### src/rtl/instr_fetch_pkg.sv
// Shared types and constants for the instruction fetch stage: FSM encoding,
// RVC detection and the layout of one instruction-queue entry.
package instr_fetch_pkg;

  typedef enum logic [1:0] {
    IDLE    = 2'd0,
    WAIT_LO = 2'd1,
    WAIT_HI = 2'd2,
    DROP    = 2'd3
  } fetch_state_t;

  // Any 16-bit parcel whose low two bits are not 2'b11 starts a compressed instruction.
  localparam logic [1:0] RVC_MASK = 2'b11;

  localparam int ENTRY_W   = 64 + 32 + 1;
  localparam int RVC_OFS   = 0;
  localparam int INSTR_OFS = 1;
  localparam int PC_OFS    = 33;

  typedef struct packed {
    logic [63:0] pc;
    logic [31:0] instr;
    logic        is_rvc;
  } fetch_entry_t;

  function automatic logic is_compressed(input logic [15:0] half);
    return (half[1:0] & RVC_MASK) != RVC_MASK;
  endfunction

endpackage

### src/rtl/gen_fifo.sv
// Generic synchronous FIFO, 2^AW entries of DW bits, with a flush that empties
// it and overrides any push/pop in the same cycle.
module gen_fifo #(
  parameter int DW = 97,
  parameter int AW = 2
) (
  input  logic          CLK,
  input  logic          RSTn,
  input  logic          flush,
  input  logic          push,
  input  logic [DW-1:0] din,
  input  logic          pop,
  output logic [DW-1:0] dout,
  output logic          empty,
  output logic          full
);

  localparam int DP = 1 << AW;

  logic [DW-1:0] mem [DP];
  logic [AW:0]   wr_ptr;
  logic [AW:0]   rd_ptr;
  logic          do_push;
  logic          do_pop;

  assign empty   = (wr_ptr == rd_ptr);
  assign full    = (wr_ptr[AW] != rd_ptr[AW]) && (wr_ptr[AW-1:0] == rd_ptr[AW-1:0]);
  assign do_push = push & ~full & ~flush;
  assign do_pop  = pop & ~empty & ~flush;

  // NOTE: only sequential state uses non-blocking assignments, so every
  // always_ff reads pre-edge values regardless of evaluation order.
  always_ff @(posedge CLK) begin
    if (!RSTn || flush) begin
      wr_ptr <= '0;
      rd_ptr <= '0;
    end else begin
      if (do_push) wr_ptr <= wr_ptr + 1'b1;
      if (do_pop)  rd_ptr <= rd_ptr + 1'b1;
    end
  end

  // NOTE: the storage array is deliberately not reset; the pointers alone
  // decide which entries are valid, so clearing data would only cost area.
  always_ff @(posedge CLK) begin
    if (do_push) mem[wr_ptr[AW-1:0]] <= din;
  end

  assign dout = mem[rd_ptr[AW-1:0]];

endmodule

### src/rtl/instr_fetch.sv
// Instruction fetch: one or two word reads per accepted PC, RVC/32-bit
// realignment (including word-straddling instructions), and a decode queue.
module instr_fetch
  import instr_fetch_pkg::*;
#(
  parameter int          AW       = 2,
  parameter logic [63:0] RST_ADDR = 64'h8000_0000
) (
  input  logic        CLK,
  input  logic        RSTn,
  input  logic        flush,
  input  logic        pc_valid,
  input  logic [63:0] pc_in,
  output logic        pc_ready,
  output logic        mem_req_valid,
  output logic [63:0] mem_req_addr,
  input  logic        mem_rsp_valid,
  input  logic [31:0] mem_rsp_data,
  output logic        instr_valid,
  input  logic        instr_ready,
  output logic [31:0] instr,
  output logic [63:0] instr_pc,
  output logic        is_rvc
);

  if (RST_ADDR[0] != 1'b0) begin : g_rst_addr_check
    $error("RST_ADDR must be 2-byte aligned");
  end

  fetch_state_t        state;
  logic [63:0]         pc_q;
  logic [15:0]         lo_half;
  logic [15:0]         sel_half;
  logic                rvc_hit;
  logic                straddle;
  logic                push;
  fetch_entry_t        push_entry;
  logic [ENTRY_W-1:0]  q_dout;
  logic                q_empty;
  logic                q_full;

  assign pc_ready = (state == IDLE) & ~q_full & ~flush;

  // NOTE: every signal assigned here gets a default first, so no path can
  // leave it unassigned and infer a latch.
  always_comb begin
    sel_half   = pc_q[1] ? mem_rsp_data[31:16] : mem_rsp_data[15:0];
    rvc_hit    = is_compressed(sel_half);
    straddle   = pc_q[1] & ~rvc_hit;
    push       = 1'b0;
    push_entry = '{pc: pc_q, instr: mem_rsp_data, is_rvc: 1'b0};
    if (mem_rsp_valid && !flush) begin
      unique case (state)
        WAIT_LO: begin
          if (rvc_hit) begin
            push              = 1'b1;
            push_entry.instr  = {16'b0, sel_half};
            push_entry.is_rvc = 1'b1;
          end else if (!pc_q[1]) begin
            push = 1'b1;
          end
        end
        WAIT_HI: begin
          push             = 1'b1;
          push_entry.instr = {mem_rsp_data[15:0], lo_half};
        end
        default: ;
      endcase
    end
  end

  always_ff @(posedge CLK) begin
    if (!RSTn) begin
      state         <= IDLE;
      pc_q          <= '0;
      lo_half       <= '0;
      mem_req_valid <= 1'b0;
      mem_req_addr  <= '0;
    end else begin
      mem_req_valid <= 1'b0;
      unique case (state)
        IDLE: begin
          if (pc_valid && pc_ready) begin
            pc_q          <= pc_in;
            mem_req_valid <= 1'b1;
            mem_req_addr  <= {pc_in[63:2], 2'b00};
            state         <= WAIT_LO;
          end
        end
        WAIT_LO: begin
          if (flush) begin
            // A response arriving with the flush is simply dropped; otherwise it is still owed.
            state <= mem_rsp_valid ? IDLE : DROP;
          end else if (mem_rsp_valid) begin
            if (straddle) begin
              lo_half       <= mem_rsp_data[31:16];
              mem_req_valid <= 1'b1;
              mem_req_addr  <= mem_req_addr + 64'd4;
              state         <= WAIT_HI;
            end else begin
              state <= IDLE;
            end
          end
        end
        WAIT_HI: begin
          if (flush)              state <= mem_rsp_valid ? IDLE : DROP;
          else if (mem_rsp_valid) state <= IDLE;
        end
        DROP: begin
          if (mem_rsp_valid) state <= IDLE;
        end
        default: state <= IDLE;
      endcase
    end
  end

  gen_fifo #(
    .DW(ENTRY_W),
    .AW(AW)
  ) u_queue (
    .CLK  (CLK),
    .RSTn (RSTn),
    .flush(flush),
    .push (push),
    .din  (push_entry),
    .pop  (instr_ready),
    .dout (q_dout),
    .empty(q_empty),
    .full (q_full)
  );

  assign instr_valid = ~q_empty;
  assign instr       = q_dout[INSTR_OFS +: 32];
  assign instr_pc    = q_dout[PC_OFS +: 64];
  assign is_rvc      = q_dout[RVC_OFS];

endmodule

### config.mk
export PLATFORM = sky130hd
export DESIGN_NAME = instr_fetch
export DESIGN_NICKNAME = d
export VERILOG_FILES = /design/src/rtl/instr_fetch_pkg.sv /design/src/rtl/gen_fifo.sv /design/src/rtl/instr_fetch.sv
export SDC_FILE = /design/constraint.sdc
export NUM_CORES = 1
export LEC_CHECK = 0
export CAP_MARGIN = 5
export CORE_ASPECT_RATIO = 1.25
export CORE_MARGIN = 2
export CORE_UTILIZATION = 50
export DETAILED_ROUTE_END_ITERATION = 16
export PLACE_DENSITY_LB_ADDON = 0.08
export SYNTH_ARGS = -nofsm -noshare
export SYNTH_HDL_FRONTEND = slang
export SYNTH_SLANG_ARGS = --single-unit
export TNS_END_PERCENT = 1
### constraint.sdc
create_clock -name CLK -period 4.4 [get_ports CLK]
set_input_delay 0.66 -clock CLK [delete_from_list [all_inputs] [get_ports CLK]]
set_output_delay 0.66 -clock CLK [all_outputs]
set_load 0.01 [all_outputs]
### Word level (Yosys, flattened, before mapping)

Memories as Yosys holds them, arrays and structs flattened. A register that Yosys moved wholly into a read port is not among the register bits.
Index checks and enable logic that the tools add are counted.

* RAM bits: 388
* memories: 1
* flip-flop bits (word level): 153
* output and inout bits: 164
* word-level logic and storage cells: 77

* muxes and demuxes: 31
* equality and inequality tests: 12
* reduce and logical (&&, ||, !) cells: 12
* bitwise operators: 11
* add/sub/neg operators: 3

Memories
* u_queue.mem: words 4, bits a word 97, rd ports 1, clocked after memory_dff 1, write ports 1, line gen_fifo.sv:20 `logic [DW-1:0] mem [DP];`

Operators by type and width (count)
* $mux W64: 4
* $pmux W64 S2: 1
* $mux W33: 2
* $add A64 B3 Y64 const B: 1
* $pmux W32 S2: 1
* $mux W2: 9
* $mux W16: 1
* $mux W1: 10
* $ne A2 B2 Y1 const B: 4
* $pmux W2 S4: 1
* $and A1 B1 Y1: 7
* $add A3 B1 Y3 const B: 2
* $reduce_and A5 Y1: 1
* $eq A2 B2 Y1 const B: 2
* $not A1 Y1: 4
* $pmux W1 S2: 2
* $reduce_and A2 Y1: 2
* $reduce_and A4 Y1: 1
* $eq A3 B3 Y1: 1
* $logic_and A1 B1 Y1: 3
* $ne A3 B3 Y1 const B: 1
* $eq A2 B1 Y1 const B: 1
* $eq A2 B2 Y1: 1
* $logic_not A1 Y1: 2
* 5 further kinds: 5

### Logic depth before layout (Yosys ltp)

* word-level depth: 9
* depth in mapped cells: 11
* mapped depth without buffers: 8

### Cells and area by module

Synthesis repeated with hierarchy kept, for this count alone.

* cells, all modules: 1638
* area total of the unflattened synthesis: 22371.5 µm²

Modules (own cells, without submodules)
* gen_fifo: instances 1, area each 14570.2 µm², cells an instance 576, seq. area each 11811.3 µm²
* instr_fetch: instances 1, area each 7801.2 µm², cells an instance 1062, seq. area each 2902.8 µm²

### Least setup slack after synthesis

No wires, ideal clock.

* path kind: reg2reg
* start: register state[1]
* end: memory u_queue.mem[3][0], enable pin
* required time: 3.932 ns
* arrival time: 3.787 ns
* buffers on the path: 1
* setup time: 0.468 ns
* path slack: 0.145 ns
* stages on the path, launching flop included: 7
* cell sequence: dfxtp_1 inv_1 ha_1 clkbuf_1 a21oi_1 nor3_1 and2_1

* word-level cells in the longest chain between the ends: 7
* elaborated cells between the ends (all ways): 8
* those cells by class: eq/ne (2); mux (4); bitwise (2)

Ends and longest elaborated chain
* from (decl): line instr_fetch.sv:30 `fetch_state_t state;`
* from (signal assigned): line instr_fetch.sv:93 `state <= mem_rsp_valid ? IDLE : DROP;`
* from (signal assigned): line instr_fetch.sv:106 `if (flush) state <= mem_rsp_valid ? IDLE : DROP;`
* $eq A2 B2 Y1 / $eq A2 B1 Y1 (equally long branches): line instr_fetch.sv:53 `unique case (state)`
* $pmux W1 S2 (*): line instr_fetch.sv:53
* $mux W1 (*): line instr_fetch.sv:52 `if (mem_rsp_valid && !flush) begin`
* $and A1 B1 Y1 (*) (2 in a row): line gen_fifo.sv:28 `assign do_push = push & ~full & ~flush;`
* $mux W1 (*): line gen_fifo.sv:46 `if (do_push) mem[wr_ptr[AW-1:0]] <= din;`
* $mux W1 (not written as such) (*): line gen_fifo.sv:46
* to (decl): line gen_fifo.sv:20

Every way passes the cells marked *; elsewhere a longest branch is shown, timed or not.

==> summary.txt <==
Status
  – Outcome: completed

Layout
  – Area of the multi-input gates: 6960 um^2
  – Most frequent cells in the layout: edfxtp_1 (388), clkdlybuf4s50_1 (262), nand2_1 (244)
  – Antenna cell count: 0
  – # nets final: roughly 2000
  – Most common cell after layout, fill and taps aside: edfxtp_1
  – Filler cell count in the final layout: 3379
  – P&R area growth vs syn: 23.2%
  – Layout cells sized above 1: 12.2%
  – FF/Latch Area: 14700 um^2
  – Post-Layout Cell Count: 2478
  – Design area: 27200 um^2

CTS
  – Clock Tree Buf Depth: 3
  – Worst skew pair latency: 570 ps
  – Clock root cell: clkbuf_16
  – CTS sink count: around 540
  – Setup repair bufs after CTS: 0
  – Post-CTS Resized: 0
  – Htree depth: 2
  – CTS clock-pin slew for the worst setup and hold paths: 60 ps
  – CTS tree: done
  – Cts hold-fix bufs: 0
  – Total CTS buffers: 50

Drt
  – DR WL/cell: 23.4 um
  – 1st-iter DRT viols: 1330
  – Post-route ant nets: 0
  – Drt first pass iters: 7
  – Routed wire length: 57900 um
  – DRC violations left: 0
  – Via Count: 14900
  – Via/cell ratio: 6.00

GRT
  – GRT Overall Usage: 25.3%
  – Vias in the first global route: 14400
  – Grt ovf: 0
  – Largest net degree at the start of global routing: 91
  – First-pass GRT wire length: 86800 um
  – Initial antenna violation count: 1

Flow run
  – Number of max-cap violations: 0

Floorplanning
  – Die area: approximately 46000 um^2
  – Row cnt: 86
  – Core Area: about 44000 um^2
  – Ports: around 270
  – Initial Utilization: 50.4%
  – Die width: 192 um
  – Die H: 239 um

Logic synthesis
  – Synth top area share: a little over half
  – Top FF cell, synth: edfxtp_1
  – Cell variety after synth: 69
  – Synth Warn #: 0
  – Synth top area cells: edfxtp_1 (53%), dfxtp_1 (14%), mux4_2 (9.9%), nand2_1 (4.2%), a21oi_1 (3.0%)
  – Cell count after synthesis: 1614
  – Synthesized cell area: 22100 um^2
  – Average cell area after synthesis: between 10 and 15 um^2
  – #FFs+latches synth: between 500 and 600
  – Async SR Flop Fraction: 0%
  – Area leader, netlist: edfxtp_1
  – EDFF count, synth: between 300 and 400
  – Sequential share of the synthesized area: 66.7%

Pwr
  – Cell Pwr Density: 411 nW/um^2
  – Maximum VDD drop: around 0.00031 V
  – Power Total: between 10 and 15 mW
  – Leak Pwr: around 8.6 nW

Timing
  – Final Hold Vio Count: 0
  – Max Slew Vio Count: 0
  – Final period utilization: 79.4%
  – # setup viols final: 0
  – Final min period: approximately 3500 ps
  – Sum Neg Setup Slack: 0 ps
  – Final WS setup: 907 ps
  – Rel. slew slack: 23.1%
  – Least-Margin Pin Slew: roughly 1200 ps
  – RSZ-0062 raised after global routing: no
  – Fmax: 286 MHz
  – Skew final: 16.8 ps

Critical path
  – Register-to-Register Setup Slack: 1340 ps
  – CP Capture Type: output pin
  – Critical Path AT: 2830 ps
  – Critical Path Start Type: flip-flop
  – Worst Setup Path Type: reg2out
  – Reg2Reg Depth: 8
  – Crit path required time: 3740 ps
  – Crit Path Max Fanout: 32

Place
  – HPWL after DPL: 37100 um
  – Dpl ws: approximately 980 ps
  – Dpl cells: 2386
  – GPL Wtd Cong: 0.895
  – Post-Place Cell Area: 25500 um^2
  – PortBufs: 263

Min path
  – Hold depth: 2
  – Worst min-delay path class: reg2reg
-- metrics by stage --
| stage | util [%] | hold slack (ps) |
|---|---|---|
| 3_3_place_gp | 58.3 | 442 |
| 3_5_place_dp | 58.3 | 447 |
| 2_1_floorplan | - | 437 |
| 6_report | 62.1 | 455 |
| 4_1_cts | 62.1 | 456 |
| 5_1_grt | 62.1 | 472 |
-- report_power, final --
part,leakage [nW],internal (mW),switching (mW)
clock network,0.802,2.54,1.82
registers,4.74,5.59,0.176
logic,3.04,0.443,0.603
-- cell type report --
type                    instances  share of cell area, %
clock buffers                  66                   5.05
clock inverters                26                  0.999
inverters                      17                  0.244
multi-input cells             957                   25.6
flip-flops and latches        541                   54.2
well taps                     572                   2.63
repair buffers                299                   11.3
-- final timing paths --
check                   from          endpoint
max reg2reg  mem_req_addr[2]  mem_req_addr[58]
min reg2reg      lo_half[10]       lo_half[10]
max                flip-flop          instr[7]
min              lo_half[10]       lo_half[10]
-- worst max-delay path: stages (launching register included) --
cell and delay (ps):
dfxtp_4 830, buf_4 370, mux4_2 560, clkdlybuf4s50_1 500
-- routing by layer --
layer / global-route usage [%] / share of wire [%] / vias up
met5: 0 / 0 / -
met2: 41.4 / 49 / 663
met4: 7.72 / 2.8 / 0
met3: 3.48 / 7.3 / 90
met1: 35.2 / 41 / 7413
li1: - / - / 6692
-- state kept, by name, summed over array words and instances, names as in the netlist, named ones only --
register,count
mem_req_addr,62
mem_req_valid,1
u_queue.wr_ptr,3
pc_q,64
u_queue.rd_ptr,3
state,2
lo_half,16
u_queue.mem,388
-- cells in the mapped netlist, types with 6 or more instances --
master and instances:
a21oi_1 133, nor3_1 31, nor2_1 59, a211oi_1 7, nor4_1 20, buf_1 17
nand4_1 22, a22o_1 16, o22ai_1 9, mux2_2 8, and2_1 12, nand3_1 56
nand2_1 244, dfxtp_1 153, inv_1 15, edfxtp_1 388, a31oi_1 20, clkbuf_1 77
nor2b_1 11, and3_1 11, mux4_2 97, o211ai_1 10, or4_1 6, o21ai_0 61
or3_1 14, mux2i_1 22, o31ai_1 6, o31a_1 8, ha_1 11
-- kinds of logic after synthesis --
group                      Yosys count  synth area share, %
DFF                                541                 66.7
and+or+nand+nor                    508                 10.8
xor gates and xnor gates             7                0.278
buffers and inverters              117                 2.05
muxes                              127                 11.3
AOI/OAI and AO/OA                  302                 8.20
other                                1               0.0170
adders and majority gates           11                0.624
Note: power is estimated with default switching activity, not from simulation.
